$ cat config.mk
export PLATFORM = sky130hd
export DESIGN_NAME = mem_arbiter
export DESIGN_NICKNAME = d
export VERILOG_FILES = /design/src/rtl/mem_arbiter.sv
export SDC_FILE = /design/constraint.sdc
export NUM_CORES = 1
export LEC_CHECK = 0
export ABC_AREA = 1
export CAP_MARGIN = 40
export CORE_MARGIN = 2
export CORE_UTILIZATION = 40
export CTS_CLUSTER_DIAMETER = 30
export DETAILED_ROUTE_END_ITERATION = 16
export PLACE_DENSITY = 0.83
export RECOVER_POWER = 50
export SYNTH_ARGS = -nofsm -noshare
export SYNTH_HDL_FRONTEND = slang
export SYNTH_SLANG_ARGS = --single-unit
export TNS_END_PERCENT = 50
$ cat constraint.sdc
create_clock -name clk -period 3.05 [get_ports clk]
set_clock_uncertainty 0.15 [all_clocks]
set_input_delay 0.61 -clock clk [delete_from_list [all_inputs] [get_ports clk]]
set_output_delay 0.61 -clock clk [all_outputs]
set_load 0.005 [all_outputs]
$ cat src/rtl/mem_arbiter.sv
// Arbitrates one single-port memory between instruction fetch (if_*) and load/store (ls_*).
// One transaction is outstanding at a time. Load/store has priority, and a starvation counter bounds how long fetch waits.
module mem_arbiter #(
   parameter int ADDR_WIDTH = 32,
   parameter int DATA_WIDTH = 32,
   parameter int MAX_WAIT   = 4
) (
   input  logic                    clk,
   input  logic                    rst_i,
   // instruction-fetch port
   input  logic                    if_req,
   input  logic [ADDR_WIDTH-1:0]   if_addr,
   output logic                    if_gnt,
   output logic                    if_rvalid,
   output logic [DATA_WIDTH-1:0]   if_rdata,
   // load/store port
   input  logic                    ls_req,
   input  logic                    ls_we,
   input  logic [ADDR_WIDTH-1:0]   ls_addr,
   input  logic [DATA_WIDTH-1:0]   ls_wdata,
   input  logic [DATA_WIDTH/8-1:0] ls_be,
   output logic                    ls_gnt,
   output logic                    ls_rvalid,
   output logic [DATA_WIDTH-1:0]   ls_rdata,
   // memory port
   output logic                    mem_req,
   output logic                    mem_we,
   output logic [ADDR_WIDTH-1:0]   mem_addr,
   output logic [DATA_WIDTH-1:0]   mem_wdata,
   output logic [DATA_WIDTH/8-1:0] mem_be,
   input  logic                    mem_gnt,
   input  logic                    mem_rvalid,
   input  logic [DATA_WIDTH-1:0]   mem_rdata,
   output logic                    busy
);

   localparam int BE_WIDTH  = DATA_WIDTH / 8;
   localparam int CNT_WIDTH = (MAX_WAIT < 1) ? 1 : $clog2(MAX_WAIT + 1);
   localparam logic [CNT_WIDTH-1:0] CNT_MAX = CNT_WIDTH'(MAX_WAIT);

   typedef enum logic [1:0] {
      ST_IDLE  = 2'd0,
      ST_ISSUE = 2'd1,
      ST_WAIT  = 2'd2,
      ST_RESP  = 2'd3
   } state_e;

   typedef enum logic {
      OWN_IF = 1'b0,
      OWN_LS = 1'b1
   } owner_e;

   state_e                 state_q,    state_d;
   owner_e                 owner_q,    owner_d;
   logic [CNT_WIDTH-1:0]   starve_q,   starve_d;
   logic [ADDR_WIDTH-1:0]  addr_q,     addr_d;
   logic                   we_q,       we_d;
   logic [DATA_WIDTH-1:0]  wdata_q,    wdata_d;
   logic [BE_WIDTH-1:0]    be_q,       be_d;
   logic [DATA_WIDTH-1:0]  if_rdata_q, if_rdata_d;
   logic [DATA_WIDTH-1:0]  ls_rdata_q, ls_rdata_d;

   logic grant_if;
   logic grant_ls;

   // Fetch wins a contested cycle only once load/store has won MAX_WAIT times in a row.
   // Grants are gated with rst_i so that no grant is visible while reset is asserted.
   always_comb begin
      // NOTE: every combinational output gets a default first, so no path can infer a latch.
      grant_if = 1'b0;
      grant_ls = 1'b0;
      if (rst_i && (state_q == ST_IDLE)) begin
         if (ls_req && if_req) begin
            if (starve_q == CNT_MAX) grant_if = 1'b1;
            else                     grant_ls = 1'b1;
         end else if (ls_req) begin
            grant_ls = 1'b1;
         end else if (if_req) begin
            grant_if = 1'b1;
         end
      end
   end

   // State register. Every latched field is cleared too, so an aborted transaction leaves nothing on mem_*.
   always_ff @(posedge clk or negedge rst_i) begin
      if (!rst_i) begin
         // NOTE: non-blocking assignments keep all registers updating together on the clock edge.
         state_q    <= ST_IDLE;
         owner_q    <= OWN_IF;
         starve_q   <= '0;
         addr_q     <= '0;
         we_q       <= 1'b0;
         wdata_q    <= '0;
         be_q       <= '0;
         if_rdata_q <= '0;
         ls_rdata_q <= '0;
      end else begin
         state_q    <= state_d;
         owner_q    <= owner_d;
         starve_q   <= starve_d;
         addr_q     <= addr_d;
         we_q       <= we_d;
         wdata_q    <= wdata_d;
         be_q       <= be_d;
         if_rdata_q <= if_rdata_d;
         ls_rdata_q <= ls_rdata_d;
      end
   end

   // Next-state and latched-field logic.
   always_comb begin
      state_d    = state_q;
      owner_d    = owner_q;
      starve_d   = starve_q;
      addr_d     = addr_q;
      we_d       = we_q;
      wdata_d    = wdata_q;
      be_d       = be_q;
      if_rdata_d = if_rdata_q;
      ls_rdata_d = ls_rdata_q;

      case (state_q)
         ST_IDLE: begin
            if (grant_if) begin
               state_d  = ST_ISSUE;
               owner_d  = OWN_IF;
               addr_d   = if_addr;
               we_d     = 1'b0;
               wdata_d  = '0;
               be_d     = '1;
               starve_d = '0;
            end else if (grant_ls) begin
               state_d = ST_ISSUE;
               owner_d = OWN_LS;
               addr_d  = ls_addr;
               we_d    = ls_we;
               wdata_d = ls_wdata;
               be_d    = ls_be;
               if (if_req && (starve_q != CNT_MAX)) begin
                  starve_d = starve_q + CNT_WIDTH'(1);
               end
            end
         end
         ST_ISSUE: begin
            if (mem_gnt) state_d = ST_WAIT;
         end
         ST_WAIT: begin
            if (mem_rvalid) begin
               state_d = ST_RESP;
               if (owner_q == OWN_LS) ls_rdata_d = mem_rdata;
               else                   if_rdata_d = mem_rdata;
            end
         end
         ST_RESP: begin
            state_d = ST_IDLE;
         end
         default: begin
            state_d = ST_IDLE;
         end
      endcase
   end

   // Output logic.
   always_comb begin
      if_gnt    = grant_if;
      ls_gnt    = grant_ls;
      mem_req   = (state_q == ST_ISSUE);
      if_rvalid = (state_q == ST_RESP) && (owner_q == OWN_IF);
      ls_rvalid = (state_q == ST_RESP) && (owner_q == OWN_LS);
      busy      = (state_q != ST_IDLE);
   end

   assign mem_we    = we_q;
   assign mem_addr  = addr_q;
   assign mem_wdata = wdata_q;
   assign mem_be    = be_q;
   assign if_rdata  = if_rdata_q;
   assign ls_rdata  = ls_rdata_q;

endmodule

==> results by group <==
Status
  – Status: finished, violations left
  – Failing checks: max-capacitance violations, max-slew violations

Pwr
  – Leak: 4.876 nW
  – Final Power: about 8.8 mW
  – Max VDD drop: 0.0004944 V
  – PD cells: roughly 920 nW/um^2

Synth
  – Synth Area in Adders: ~1.2%
  – FF+latch count, synth: about 140
  – Post-synthesis mux area share: 0%
  – Area leader, netlist: dfrtp_1
  – Largest family of logic cells by synthesized area: simple AND/OR/NAND/NOR gates
  – Mapped Nets: ~870
  – Synth area leaders: dfrtp_1 57%, nand2_1 17%, inv_1 7.3%
  – Post-synthesis cell type count: 15
  – Yosys warning count: 0
  – Compound-cell area share of the yosys netlist: 5.950%
  – Synth Cell Area: just over 6000 sq um
  – Synth Area in XOR/XNOR: 0.1446%
  – Synth Area in Simple Gates: between 20% and 30%
  – Yosys top cell area share: about 57%
  – Synth Area per Inst: slightly above 8 sq um
  – Synth Instances: roughly 730
  – Sequential fraction of the synthesis area: 57.44%

Detailed routing
  – Final WL: ~17000 microns
  – Pre-antenna DRT Iters: 5
  – Antenna-violating nets left: 0
  – DR iter-0 viols: 251
  – Vias per cell: ~4.7
  – Drt drc: 0
  – Drt wl/cell: approximately 14 microns
  – Routed via count: approximately 5600

Global route
  – Overflow after GRT: 0
  – Largest net degree at the start of global routing: 55
  – First-pass GRT wire length: approximately 28000 microns
  – Total track usage: roughly 22%
  – Vias in the first global route: between 5000 and 6000
  – Initial antenna violation count: 0

STA
  – Fin. Hold Viols: 0
  – Setup TNS Final: 0 ns
  – RSZ-0062 raised after global routing: no
  – Max Slew Vio Count: between 40 and 50
  – F_max: about 360 MHz
  – Actual slew at the worst max-slew pin: 2.264 ns
  – Final worst path period need: approximately 2.8 ns
  – Max_slew headroom: -50.96%
  – Final Cycle Share: just over 90%
  – Setup violators final: 0

Clocking
  – Sink Count: 139
  – CTS Buf Count: 17
  – CTS tree: done
  – CTS Hold Buffers Added: 0
  – H-tree depth: 4
  – Clk pin slew, worst setup/hold paths: ~0.060 ns
  – Worst-Skew Late Latency: between 0.4 and 0.5 ns
  – Clk buf depth: 2
  – CTS root buf: clkbuf_16

Critical path
  – Worst-path fanout max: 5
  – Crit path launch type: flop
  – Worst EP required: 2.29 ns
  – CP startpoint: state_q[0]
  – CP endpoint: ls_gnt
  – Worst Reg2Reg Path Length in Cells: 9
  – Reg-to-reg endpoint: mem_be[3]
  – Arrival @ worst endpoint: approximately 2 ns
  – Class of the most critical setup path: flop to primary output
  – Reg-to-reg setup timing slack: ~0.33 ns
  – Crit end category: primary output
  – Reg2reg start: state_q[0]

Layout
  – Fillers: 1165
  – Share of layout cells above drive strength 1: between 4 and 5%
  – Final Core Density: roughly 65%
  – Antenna cells: 0
  – Nets: between 1000 and 1500
  – Synth-to-Final Area Change: 57.79%

Placement
  – I/O Buffers: 277
  – HPWL after DPL: 12060 microns
  – Gpl congestion: 0.8022

Floorplanning
  – Core Region: 14640 sq um
  – Die area: approximately 16000 sq um
  – IO Pins: between 200 and 300
  – Die Width: 127.0 microns
  – Initial Utilization: about two fifths
  – Die Span Y: about 130 microns
  – Core Rows: 44

Run
  – Max-cap viol count: 1

Hold path
  – Hold Path Class: flop to flop
[layer usage]
layer / part of all wire, % / routed length (microns) / up-vias / track usage [%]
met4: 3.5 / 590 / 0 / 9.825
met1: 40 / 6766 / 2574 / 25.70
met3: 9.3 / 1578 / 44 / 7.621
li1: - / - / 2763 / -
met2: 47 / 7970 / 223 / 35.26
met5: 0 / 0 / - / 0
[through the flow]
| stage | instances | setup slack, ns | area, sq um | hold WS [ns] |
|---|---|---|---|---|
| 2_1_floorplan | 729 | 1.041 | 6056 | 0.1644 |
| 6_report | 1199 | 0.2389 | 9555 | 0.3246 |
| 3_3_place_gp | 1166 | 0.2644 | 8955 | 0.3110 |
| 3_5_place_dp | 1167 | 0.2758 | 8982 | 0.3140 |
| 4_1_cts | 1199 | 0.1127 | 9600 | 0.1447 |
| 5_1_grt | 1199 | 0.06358 | 9555 | 0.3462 |
[sequential cells by signal, indices dropped and copies added, names as in the netlist]
name,count
if_rdata,32
ls_rdata,32
mem_addr,32
mem_wdata,32
mem_be,4
starve_q,3
state_q,2
mem_we,1
owner_q,1
[cell type report]
class / instances / area [sq um] / share of cell area [%]
timing repair buffer: 289 / 2889 / 30.23
clock inverter: 14 / 178.9 / 1.872
inverter: 120 / 450.4 / 4.714
clock buffer: 18 / 439.2 / 4.596
sequential: 139 / 3478 / 36.40
multi-input combinational: 435 / 1889 / 19.77
tap: 184 / 230.2 / 2.409
[worst min-delay path by stage]
stage | start | to | depth (start not counted)
2_1_floorplan | rst_i | if_rdata[0] | 0
3_3_place_gp | mem_wdata[26] | mem_wdata[26] | 2
3_5_place_dp | mem_wdata[9] | mem_wdata[9] | 2
4_1_cts | rst_i | mem_wdata[30] | 2
5_1_grt | mem_addr[6] | mem_addr[6] | 2
6_report | mem_wdata[9] | mem_wdata[9] | 2
[worst max-delay path, stage by stage (launching register included)]
cell             delay (ns)
dfrtp_1                0.41
inv_1                  0.10
ha_2                   0.26
nand3_2                0.10
inv_1                  0.07
nand2_1                0.09
inv_2                  0.10
clkdlybuf4s50_1        0.51
[power breakdown]
group          switching (mW)  internal (mW)
combinational            1.47           2.03
sequential              0.462           2.69
clock                   0.827           1.32
[placed cells by master, fill, tap and decap left out, drive strengths merged]
master / n
buf: 8
bufinv: 3
clkbuf: 23
clkdlybuf4s50: 276
clkinv: 1
clkinvlp: 3
dfrtp: 139
ha: 6
inv: 127
nand2: 279
nand3: 75
nor2: 2
o21ai: 72
xor2: 1
[repair_timing]
| action | 4_1_cts | 5_1_grt |
|---|---|---|
| resized for setup | 0 | 1 |
| endpoints found under the setup margin | 0 | 1 |
| setup buffers | 0 | 0 |
[cell usage after synthesis]
| cell | number |
|---|---|
| buf_2 | 11 |
| buf_6 | 12 |
| clkbuf_1 | 12 |
| dfrtp_1 | 139 |
| ha_1 | 6 |
| inv_1 | 118 |
| inv_2 | 2 |
| nand2_1 | 277 |
| nand2_2 | 2 |
| nand3_1 | 73 |
| nand3_2 | 2 |
| nor2_1 | 1 |
| nor2_2 | 1 |
| o21ai_0 | 72 |
| xor2_1 | 1 |
[logic make-up (layout without fill, tap and decap cells)]
group | Yosys count | in the layout
flops | 139 | 139
buf+inv | 155 | 441
xor+xnor | 1 | 1
compound gates | 72 | 72
simple gates | 356 | 356
fa+ha+maj | 6 | 6
No activity file was read; power rests on OpenSTA's default activity.
